$ cat src/rtl/fp_normalize.sv
// Post-add normalizer for IEEE-754 single precision: carry/left-shift normalize, optional RNE rounding.
// Build option: define FP_NORM_ROUND_EN to include the ROUND state; otherwise G/R/S are truncated.
module fp_normalize (
   input  logic        clk,
   input  logic        rst,
   input  logic        in_valid,
   output logic        in_ready,
   input  logic [27:0] in_mant,
   input  logic [7:0]  in_exp,
   input  logic        in_sign,
   output logic [23:0] mant_norm,
   output logic [7:0]  exp_norm,
   output logic        sign_res,
   output logic        out_valid,
   input  logic        out_ready
);

   typedef enum logic [1:0] {IDLE, NORM, ROUND, DONE} state_t;

   state_t      state_q, state_d;
   logic [27:0] wm_q, wm_d;
   logic [8:0]  we_q, we_d;
   logic        ws_q, ws_d;
   logic        rnd;
   logic [24:0] sum;

`ifdef FP_NORM_ROUND_EN
   localparam state_t POST = ROUND;
`else
   localparam state_t POST = DONE;
`endif

   always_ff @(posedge clk or posedge rst) begin
      if (rst) begin
         state_q <= IDLE;
         wm_q    <= '0;
         we_q    <= '0;
         ws_q    <= 1'b0;
      end else begin
         state_q <= state_d;
         wm_q    <= wm_d;
         we_q    <= we_d;
         ws_q    <= ws_d;
      end
   end

   always_comb begin
      state_d = state_q;
      wm_d    = wm_q;
      we_d    = we_q;
      ws_d    = ws_q;
      rnd     = wm_q[2] & (wm_q[1] | wm_q[0] | wm_q[3]);
      sum     = {1'b0, wm_q[26:3]} + {24'd0, rnd};
      case (state_q)
         IDLE: begin
            if (in_valid) begin
               wm_d    = in_mant;
               we_d    = {1'b0, in_exp};
               ws_d    = in_sign;
               state_d = NORM;
            end
         end
         NORM: begin
            if (we_q == 9'h0FF) begin
               wm_d    = '0;
               state_d = DONE;
            end else if (wm_q == 28'd0) begin
               we_d    = '0;
               state_d = DONE;
            end else if (wm_q[27]) begin
               // Dropped LSB folds into sticky so rounding still sees it.
               wm_d = {1'b0, wm_q[27:2], wm_q[1] | wm_q[0]};
               we_d = we_q + 9'd1;
               if (we_d >= 9'h0FF) begin
                  wm_d    = '0;
                  state_d = DONE;
               end else begin
                  state_d = POST;
               end
            end else if (wm_q[26]) begin
               state_d = POST;
            end else if (we_q <= 9'd1) begin
               wm_d    = '0;
               we_d    = '0;
               state_d = DONE;
            end else begin
               wm_d = {wm_q[26:0], 1'b0};
               we_d = we_q - 9'd1;
            end
         end
`ifdef FP_NORM_ROUND_EN
         ROUND: begin
            if (sum[24]) begin
               we_d = we_q + 9'd1;
               wm_d = (we_d >= 9'h0FF) ? 28'd0 : {1'b0, 24'h800000, 3'b000};
            end else begin
               wm_d = {1'b0, sum[23:0], 3'b000};
            end
            state_d = DONE;
         end
`endif
         DONE: begin
            if (out_ready) state_d = IDLE;
         end
         default: state_d = IDLE;
      endcase
   end

   assign in_ready  = (state_q == IDLE);
   assign out_valid = (state_q == DONE);
   assign mant_norm = wm_q[26:3];
   assign exp_norm  = we_q[7:0];
   assign sign_res  = ws_q;

endmodule
$ cat config.mk
export PLATFORM = sky130hd
export DESIGN_NAME = fp_normalize
export DESIGN_NICKNAME = d
export VERILOG_FILES = /design/src/rtl/fp_normalize.sv
export SDC_FILE = /design/constraint.sdc
export NUM_CORES = 1
export LEC_CHECK = 0
export CORE_ASPECT_RATIO = 1.25
export CORE_MARGIN = 2
export CORE_UTILIZATION = 51
export DETAILED_ROUTE_END_ITERATION = 10
export PLACE_DENSITY = 0.93
export REMOVE_ABC_BUFFERS = 1
export SYNTH_ARGS = -nofsm -noshare
export SYNTH_HDL_FRONTEND = slang
export SYNTH_SLANG_ARGS = --single-unit
$ cat constraint.sdc
create_clock -name clk -period 3.4 [get_ports clk]
set_input_delay 0.85 -clock clk [delete_from_list [all_inputs] [get_ports clk]]
set_output_delay 0.85 -clock clk [all_outputs]
set_load 0.05 [all_outputs]
==> results.json, run 1 <==
{
  "highest-signal-layer": "met4",
  "cts_buffer_depth": 2,
  "rsz0062_at_grt": "false",
  "grt_max_degree": 41,
  "grt_use_total_pct": 25.8,
  "cts_made_buffers": 5,
  "die_h_um": 94.4,
  "status": "finished, final reports clean",
  "initial_core_util_pct": 53.4,
  "critPathArrivalTime_ns": 3.17,
  "first_pass_iters": 5,
  "cp_max_fo": 15,
  "vias": 3192,
  "syn_area_um2": 3330,
  "fin_crit_sh_pct": 88.1,
  "tightest_slew_ns": 0.885,
  "post_cts_resized": 0,
  "cts_setup_buffers": 0,
  "crit_family": "simple AND/OR/NAND/NOR gates",
  "io_pins": 76,
  "clkSinkCount": 40,
  "swShare_pct": 56.0,
  "yosysSeqAreaShare_pct": 30.0,
  "postLayoutCellArea_um2": 3910,
  "antenna_found_initial": 0,
  "synth_edf_count": 0,
  "ir_drop_mv": 0.634,
  "cap_violations": 0,
  "synth-main-ff-cell": "dfrtp_1",
  "drc": 0,
  "endpoint_kind": "flop",
  "coreArea_um2": 6250,
  "htree_levels": 2,
  "fp-row-count": 32,
  "drive_above_1_share_pct": 10.9,
  "startpoint_type": "flop",
  "p_switching_mw": 2.43,
  "dieWidth_um": 76.3,
  "slew_headroom_pct": 41.0,
  "internal_power_mw": 1.92,
  "cp_slowest_stage_delay_ns": 0.58,
  "leakage_nw": 1.45,
  "numPortBuffers": 75,
  "path_cells": "ha_1 > and4_1 > ha_1 > or3b_1 > o21ai_2 > or2_1 > buf_4 > o211ai_1",
  "required_ns": 3.58,
  "synth_cells": 380,
  "slew_viol_final": 0,
  "drt_iter0_drc": 218,
  "timing.final.crit_period_ns": 3.00,
  "grt_pass1_vias": 3230,
  "max_clock_freq_ghz": 0.334,
  "avgSynthCellArea_um2": 8.77,
  "critical_path_class": "reg -> reg",
  "cp_slowest_cell": "or3b_1",
  "die_area_um2": 7200,
  "power.share.combinational_pct": 66.9,
  "detail-route-antenna-nets": 0,
  "grt_pass1_wl_mm": 15.3,
  "nets": 450,
  "finalWirelength_mm": 9.04,
  "ys_types": 62,
  "clkTransAtPathRegs_ns": 0.08,
  "globalplace.congestion": 0.884,
  "skew_ns": 0.00657,
  "viasPerCell": 6.51,
  "post_dp_cell_area_um2": 3820,
  "postCtsHoldBufs": 0,
  "seq_power_share_pct": 25.4,
  "ys_ff_latch": 40,
  "diodes": 0,
  "cts_tree": "done",
  "clockRootBuffer": "clkbuf_8",
  "synthArstFlopShare_pct": 100,
  "p_per_area_nw_per_um2": 1110,
  "hp-class": "reg -> reg",
  "route.met3.wl_um": 659,
  "clk_latency_ns": 0.31,
  "power_mw": 4.35,
  "cp_num_buf_inv": 1,
  "yosysWarnings": 0,
  "setup_viol": 0,
  "clkPwrFrac_pct": 7.7,
  "met2_length_mm": 4.49,
  "crit_top_cell": "ha_1",
  "syn_to_final_growth_pct": 17.3,
  "hold_viol": 0,
  "hpwl_mm": 6.16,
  "m1WireLength_mm": 3.61,
  "grt_overflow": 0,
  "wl_per_cell_um": 18.4
}
-- synthesized netlist by cell type (all sizes together), types with 7 or more instances --
cell,n,area (um2)
buf,48,362
o21ai,42,214
dfrtp,40,1000
nor2,27,111
a22oi,26,195
o211ai,26,200
clkbuf,24,113
o2111ai,16,140
nand2,15,58.8
nand3,14,70.1
nor4,9,109
a21oi,8,43.8
a22o,7,61.3
inv,7,26.3
o31ai,7,57.6
-- placed cells by master, fill, tap and decap left out, types with 14 or more instances in the layout --
cell,instances
a22oi_1,26
buf_4,14
nor2_1,25
nand2_1,14
nand3_1,14
dfrtp_1,40
o21ai_0,38
o2111ai_1,16
o211ai_1,25
clkdlybuf4s50_1,75
-- state kept, by name (all words and copies together), names as in the netlist --
name and cells:
sign_res 1, state_q 2, we_q 9, wm_q 28
-- power groups by stage --
stage	clock, mW	combinational (mW)	sequential (mW)
floorplan	0	1.28	1.70
CTS	0.333	2.90	1.09
global route	0.354	3.13	1.15
global placement	0	2.81	1.09
finish	0.335	2.91	1.10
detailed placement	0	2.89	1.10
-- through the flow --
stage	util, %	hold WS (ns)	TNS (ns)	setup WS, ns	std cells
4_1_cts	62.6	0.514	0	0.422	490
3_3_place_gp	61.2	0.493	0	0.576	482
5_1_grt	62.6	0.533	0	0.184	490
6_report	62.6	0.510	0	0.403	490
2_1_floorplan	-	0.488	-1.38	-0.0551	308
3_5_place_dp	61.2	0.495	0	0.457	482
-- kinds of logic (layout without fill, tap and decap cells) --
family	after synthesis	after routing	synth area share, %
multiplexers	4	4	1.28
AND/OR/NAND/NOR	98	98	18.0
AO/OA/AOI/OAI	154	154	33.8
buffers and inverters	79	104	15.0
adder cells (fa/ha/maj)	5	5	1.88
flip-flops	40	40	30.0
-- per-layer routing --
layer / track usage, % / vias up
met2: 43.0 / 177
li1: - / 1474
met5: 0 / -
met4: 14.4 / 0
met1: 31.7 / 1514
met3: 4.78 / 27
-- area by class of cell --
class / instances / area (um2)
fillers: 531 / 2330
multi-input cells: 261 / 1830
flip-flops and latches: 40 / 1000
repair buffers: 89 / 856
well taps: 85 / 106
clock buffers: 6 / 72.6
inverters: 7 / 26.3
clock inverters: 2 / 16.3
-- worst paths after layout --
path	from	endpoint	slack, ns	depth (start not counted)
hold reg to reg	sign_res$_DFFE_PP0P_	sign_res$_DFFE_PP0P_	0.51	1
hold / removal	sign_res$_DFFE_PP0P_	sign_res$_DFFE_PP0P_	0.51	1
setup / recovery	we_q[0]$_DFFE_PP0P_	wm_q[18]$_DFFE_PP0P_	0.40	8
max in group asynchronous	rst	we_q[6]$_DFFE_PP0P_	2.07	3
setup reg to reg	we_q[0]$_DFFE_PP0P_	wm_q[18]$_DFFE_PP0P_	0.40	8
min in group asynchronous	rst	wm_q[8]$_DFFE_PP0P_	0.96	3
Note: power is estimated with default switching activity, not from simulation.
==> run 2, diff against run 1 <==
CORE_UTILIZATION = 46   (was 51)
PLACE_DENSITY = 0.89   (was 0.93)
clock period = 2.6 ns   (was 3.4 ns; I/O delays follow)
==> run 2 against run 1 <==
Effect of this change: largest power group unchanged; critical path type is now reg -> out; first-iteration DRC count shrank 7.8%; sequential cell count is the same; total power grew 37%; combinational power grew 38%.
==> results.json, run 2 (same netlist as run 1, synthesis figures left out) <==
{
  "status": "finished, final reports clean",
  "reg2reg_depth": 8,
  "hold_viol": 0,
  "io_pins": 76,
  "required_ns": 1.95,
  "power.share.combinational_pct": 67.8,
  "critical_path_class": "reg -> out",
  "postLayoutCellArea_um2": 4030,
  "clockRootBuffer": "clkbuf_8",
  "holdPathEnd": "sign_res$_DFFE_PP0P_",
  "wl_per_cell_um": 18.5,
  "dieWidth_um": 80.2,
  "cp_slowest_stage_delay_ns": 0.79,
  "rrSetupSlack_ns": 0.17,
  "vias": 3249,
  "grt_pass1_vias": 3231,
  "instances_no_fill": 505,
  "fp-row-count": 34,
  "dpl.cell_count": 497,
  "cts_buffer_depth": 2,
  "largest_reg_flops": 28,
  "initial_core_util_pct": 47.8,
  "clk_latency_ns": 0.31,
  "layout_commonest_cell": "clkdlybuf4s50_1",
  "drive_above_1_share_pct": 13.3,
  "setup_viol": 0,
  "startpoint_type": "flop",
  "skew_ns": 0.0136,
  "rsz0062_at_grt": "false",
  "ir_drop_mv": 0.691,
  "cts_setup_buffers": 0,
  "cp-startpoint": "state_q[0]$_DFFE_PP0P_",
  "path_cells": "and2_1 > clkdlybuf4s50_1",
  "hp-class": "reg -> reg",
  "cap_violations": 0,
  "htree_levels": 2,
  "min_path_cells": 1,
  "worst_slack_ns": 0.113,
  "coreArea_um2": 6980,
  "grt_pass1_wl_mm": 15.5,
  "grt_max_degree": 41,
  "final_cell_mix": "clkdlybuf4s50_1, dfrtp_1, o21ai_0, a22oi_1",
  "seq_power_share_pct": 23.4,
  "postCtsHoldBufs": 0,
  "die_area_um2": 7950,
  "slew_viol_final": 0,
  "cp_slowest_cell": "clkdlybuf4s50_1",
  "post_dp_cell_area_um2": 3920,
  "cts_made_buffers": 5,
  "grt_use_total_pct": 24.1,
  "swShare_pct": 54.4,
  "nFillCells": 630,
  "largest_register": "wm_q",
  "syn_to_final_growth_pct": 21.0,
  "clkTransAtPathRegs_ns": 0.07,
  "tightest_slew_ns": 0.507,
  "drc": 0,
  "pre_cts_slack_ns": 0.203,
  "cp_num_buf_inv": 1,
  "clkPwrFrac_pct": 8.8,
  "p_switching_mw": 3.23,
  "detail-route-antenna-nets": 0,
  "cts_tree": "done",
  "p_per_area_nw_per_um2": 1470,
  "endpoint_kind": "primary output",
  "cp_max_fo": 11,
  "diodes": 0,
  "antenna_found_initial": 0,
  "viasPerCell": 6.43,
  "slew_headroom_pct": 66.1,
  "leakage_nw": 1.52,
  "fin_crit_sh_pct": 95.7,
  "drt_iter0_drc": 201,
  "grt_overflow": 0,
  "finalWirelength_mm": 9.37,
  "internal_power_mw": 2.71,
  "hpwl_mm": 6.34,
  "reg2reg_from": "we_q[2]$_DFFE_PP0P_",
  "crit_family": "buffers and inverters",
  "nets": 460,
  "die_h_um": 99.2,
  "reg2reg_to": "wm_q[2]$_DFFE_PP0P_",
  "critPathArrivalTime_ns": 1.84,
  "timing.final.crit_period_ns": 2.49,
  "hp-start": "sign_res$_DFFE_PP0P_",
  "top_regs": "wm_q: 28 flops, we_q: 9 flops, state_q: 2 flops",
  "numPortBuffers": 75,
  "max_clock_freq_ghz": 0.402,
  "globalplace.congestion": 0.870,
  "clkSinkCount": 40,
  "first_pass_iters": 5
}
## run 2: changes by cell type in the layout (fill, tap and decap cells not counted)
cell,previous run,this run
nor3b_2,1,0
buf_12,0,1
buf_4,14,23
clkinv_4,1,0
bufinv_16,0,1
clkbuf_1,1,0
nor3b_4,0,1
clkinv_2,0,1
## run 2: area by class of cell
class | instances | area (um2) | area share (%)
Sequential cell | 40 | 1000 | 24.8
Multi-Input combinational cell | 261 | 1840 | 45.6
Clock buffer | 5 | 68.8 | 1.71
Clock inverter | 3 | 42.5 | 1.05
Timing Repair Buffer | 99 | 943 | 23.4
Inverter | 7 | 26.3 | 0.651
Tap cell | 90 | 113 | 2.79
## run 2: worst max path at each step
stage / to / slack, ns / cells past startpoint
3_3_place_gp: wm_q[3]$_DFFE_PP0P_ / 0.35 / 8
6_report: out_valid / 0.11 / 2
4_1_cts: out_valid / 0.12 / 2
3_5_place_dp: wm_q[2]$_DFFE_PP0P_ / 0.20 / 9
5_1_grt: wm_q[12]$_DFFE_PP0P_ / 0.02 / 8
2_1_floorplan: wm_q[10]$_DFFE_PP0P_ / -0.86 / 8
## run 2: power by group through the flow
stage                     logic, mW  registers (mW)  clock network [mW]
after floorplan                1.67            2.23                   0
after global placement         3.89            1.36                   0
after detailed placement       3.99            1.38                   0
after CTS                      4.01            1.37               0.525
after global routing           4.34            1.43               0.542
final                          4.03            1.39               0.522
## run 2: what timing repair did
action	CTS	global route
setup endpoints to repair	0	1
endpoints found under the hold margin	0	0
gates resized for setup	0	1
## run 2: per-layer routing
metal	track usage [%]	up-vias	part of all wire (%)
li1	-	1492	-
met5	0	-	0
met2	39.9	172	49
met3	3.90	26	7.5
met4	10.2	0	3.3
met1	31.0	1559	40
## run 2: through the flow
stage	total power [mW]	utilization (%)	setup TNS, ns	hold slack, ns
6_report	5.94	57.8	0	0.510
5_1_grt	6.31	57.8	0	0.521
4_1_cts	5.90	57.7	0	0.513
3_5_place_dp	5.37	56.1	0	0.496
3_3_place_gp	5.25	56.1	0	0.488
2_1_floorplan	3.90	-	-22.85	0.488
==> run 3, diff against run 2 <==
==> constraint.sdc (replaced) <==
create_clock -name clk -period 2.6 [get_ports clk]
set_input_delay 0.65 -clock clk [delete_from_list [all_inputs] [get_ports clk]]
set_output_delay 0.65 -clock clk [all_outputs]
set_load 0.1 [all_outputs]
==> run 3 against run 2 <==
Effect of this change: critical path type is now reg -> reg; worst hold slack barely moved; via count up 0.95%; count of clock-buffer cells in the layout unchanged; cell area shrank 1.2%; non-clock buffer count rose by 6; wire length down 1.4%; critical path depth up 7; final cell count rose by 1.2%; first-iteration DRC count rose by 4.0%; register-to-register slack gained 0.05 ns.
==> results.json, run 3 (same netlist as run 1, synthesis figures left out) <==
{
  "viasPerCell": 6.42,
  "cp_max_fo": 18,
  "hpwl_mm": 6.39,
  "cts_tree": "done",
  "clkTransAtPathRegs_ns": 0.09,
  "tightest_slew_ns": 0.543,
  "path_cells": "and4_1 > and4_1 > ha_1 > nor3b_4 > buf_6 > and3_1 > buf_4 > a22oi_1 > o211ai_1",
  "grt_overflow": 0,
  "postCtsHoldBufs": 0,
  "die_area_um2": 7950,
  "setup_viol": 0,
  "grt_pass1_vias": 3088,
  "grt_max_degree": 41,
  "endpoint_kind": "flop",
  "critical_path_class": "reg -> reg",
  "fp-row-count": 34,
  "hold_viol": 0,
  "slew_headroom_pct": 63.8,
  "diodes": 0,
  "cap_violations": 0,
  "drc": 0,
  "hp-class": "reg -> reg",
  "top_regs": "wm_q: 28 flops, we_q: 9 flops, state_q: 2 flops",
  "dpl.cell_count": 503,
  "clk_latency_ns": 0.31,
  "htree_levels": 2,
  "instances_no_fill": 511,
  "cts_made_buffers": 5,
  "max_clock_freq_ghz": 0.421,
  "nFillCells": 632,
  "critPathArrivalTime_ns": 2.60,
  "final_cell_mix": "buf_4, clkdlybuf4s50_1, dfrtp_1, o21ai_0, a22oi_1",
  "status": "finished, final reports clean",
  "globalplace.congestion": 0.874,
  "drt_iter0_drc": 209,
  "initial_core_util_pct": 47.8,
  "cts_buffer_depth": 2,
  "first_pass_iters": 5,
  "antenna_found_initial": 0,
  "timing.final.crit_period_ns": 2.38,
  "slew_viol_final": 0,
  "grt_use_total_pct": 23.8,
  "fin_crit_sh_pct": 91.4,
  "rsz0062_at_grt": "false",
  "numPortBuffers": 75,
  "required_ns": 2.83,
  "largest_register": "wm_q",
  "finalWirelength_mm": 9.24,
  "detail-route-antenna-nets": 0,
  "coreArea_um2": 6980,
  "clkSinkCount": 40,
  "startpoint_type": "flop",
  "clockRootBuffer": "clkbuf_8",
  "drive_above_1_share_pct": 23.0,
  "cp_slowest_stage_delay_ns": 0.39,
  "grt_pass1_wl_mm": 15.3,
  "nets": 466,
  "layout_commonest_cell": "buf_4",
  "largest_reg_flops": 28,
  "crit_top_cell": "and4_1",
  "cp_slowest_cell": "dfrtp_1",
  "wl_per_cell_um": 18.1,
  "io_pins": 76,
  "skew_ns": 0.0119,
  "vias": 3280,
  "syn_to_final_growth_pct": 19.5,
  "die_h_um": 99.2,
  "dieWidth_um": 80.2,
  "cts_setup_buffers": 0
}
==> run 3: worst paths after layout <==
kind,slack [ns],endpoint,startpoint,cells after the start
min in group asynchronous,0.77,wm_q[14]$_DFFE_PP0P_,rst,3
setup reg to reg,0.22,wm_q[3]$_DFFE_PP0P_,we_q[2]$_DFFE_PP0P_,9
hold reg to reg,0.51,sign_res$_DFFE_PP0P_,sign_res$_DFFE_PP0P_,1
setup / recovery,0.22,wm_q[3]$_DFFE_PP0P_,we_q[2]$_DFFE_PP0P_,9
hold / removal,0.51,sign_res$_DFFE_PP0P_,sign_res$_DFFE_PP0P_,1
max in group asynchronous,1.45,state_q[1]$_DFFE_PP0P_,rst,3
==> run 3: through the flow <==
stage                     area, um2  hold WS, ns  util, %  setup TNS, ns  setup WS, ns
after CTS                      3980        0.517     57.0              0         0.135
after detailed placement       3860        0.498     55.3        -0.0480       -0.0248
final                          3990        0.510     57.1              0         0.224
after floorplan                2860        0.488        -         -32.96         -1.13
after global placement         3860        0.490     55.3              0        0.0696
after global routing           3990        0.530     57.1              0        0.0269
==> run 3: routing by layer <==
layer	track usage, %	wire [um]
met1	31.7	3780
met2	38.9	4570
met3	3.45	655
met4	9.00	238
met5	0	0
==> run 3: what timing repair did <==
item	in CTS	in global routing
gates cloned	0	0
endpoints found under the setup margin	25	6
resized for setup	1	2
==> run 3: area by class of cell <==
class / count / area, um2 / area share (%)
flip-flops and latches: 40 / 1000 / 25.1
inverters: 7 / 26.3 / 0.659
multi-input cells: 261 / 1840 / 46.1
clock inverters: 3 / 46.3 / 1.16
well taps: 90 / 113 / 2.82
repair buffers: 105 / 892 / 22.4
clock buffers: 5 / 68.8 / 1.73
==> run 3: worst max-delay path, delay by kind of cell, from the launching register on <==
kind,cells,cell delay (ns)
AND/OR/NAND/NOR,4,0.92
buffers and inverters,2,0.46
AO/OA/AOI/OAI,2,0.30
flip-flops,1,0.39
adder cells (fa/ha/maj),1,0.23
Power of run 3 is left out: the tool's default activity adds up to more than one toggle a clock period on the data nets, which glitch-free logic cannot reach.
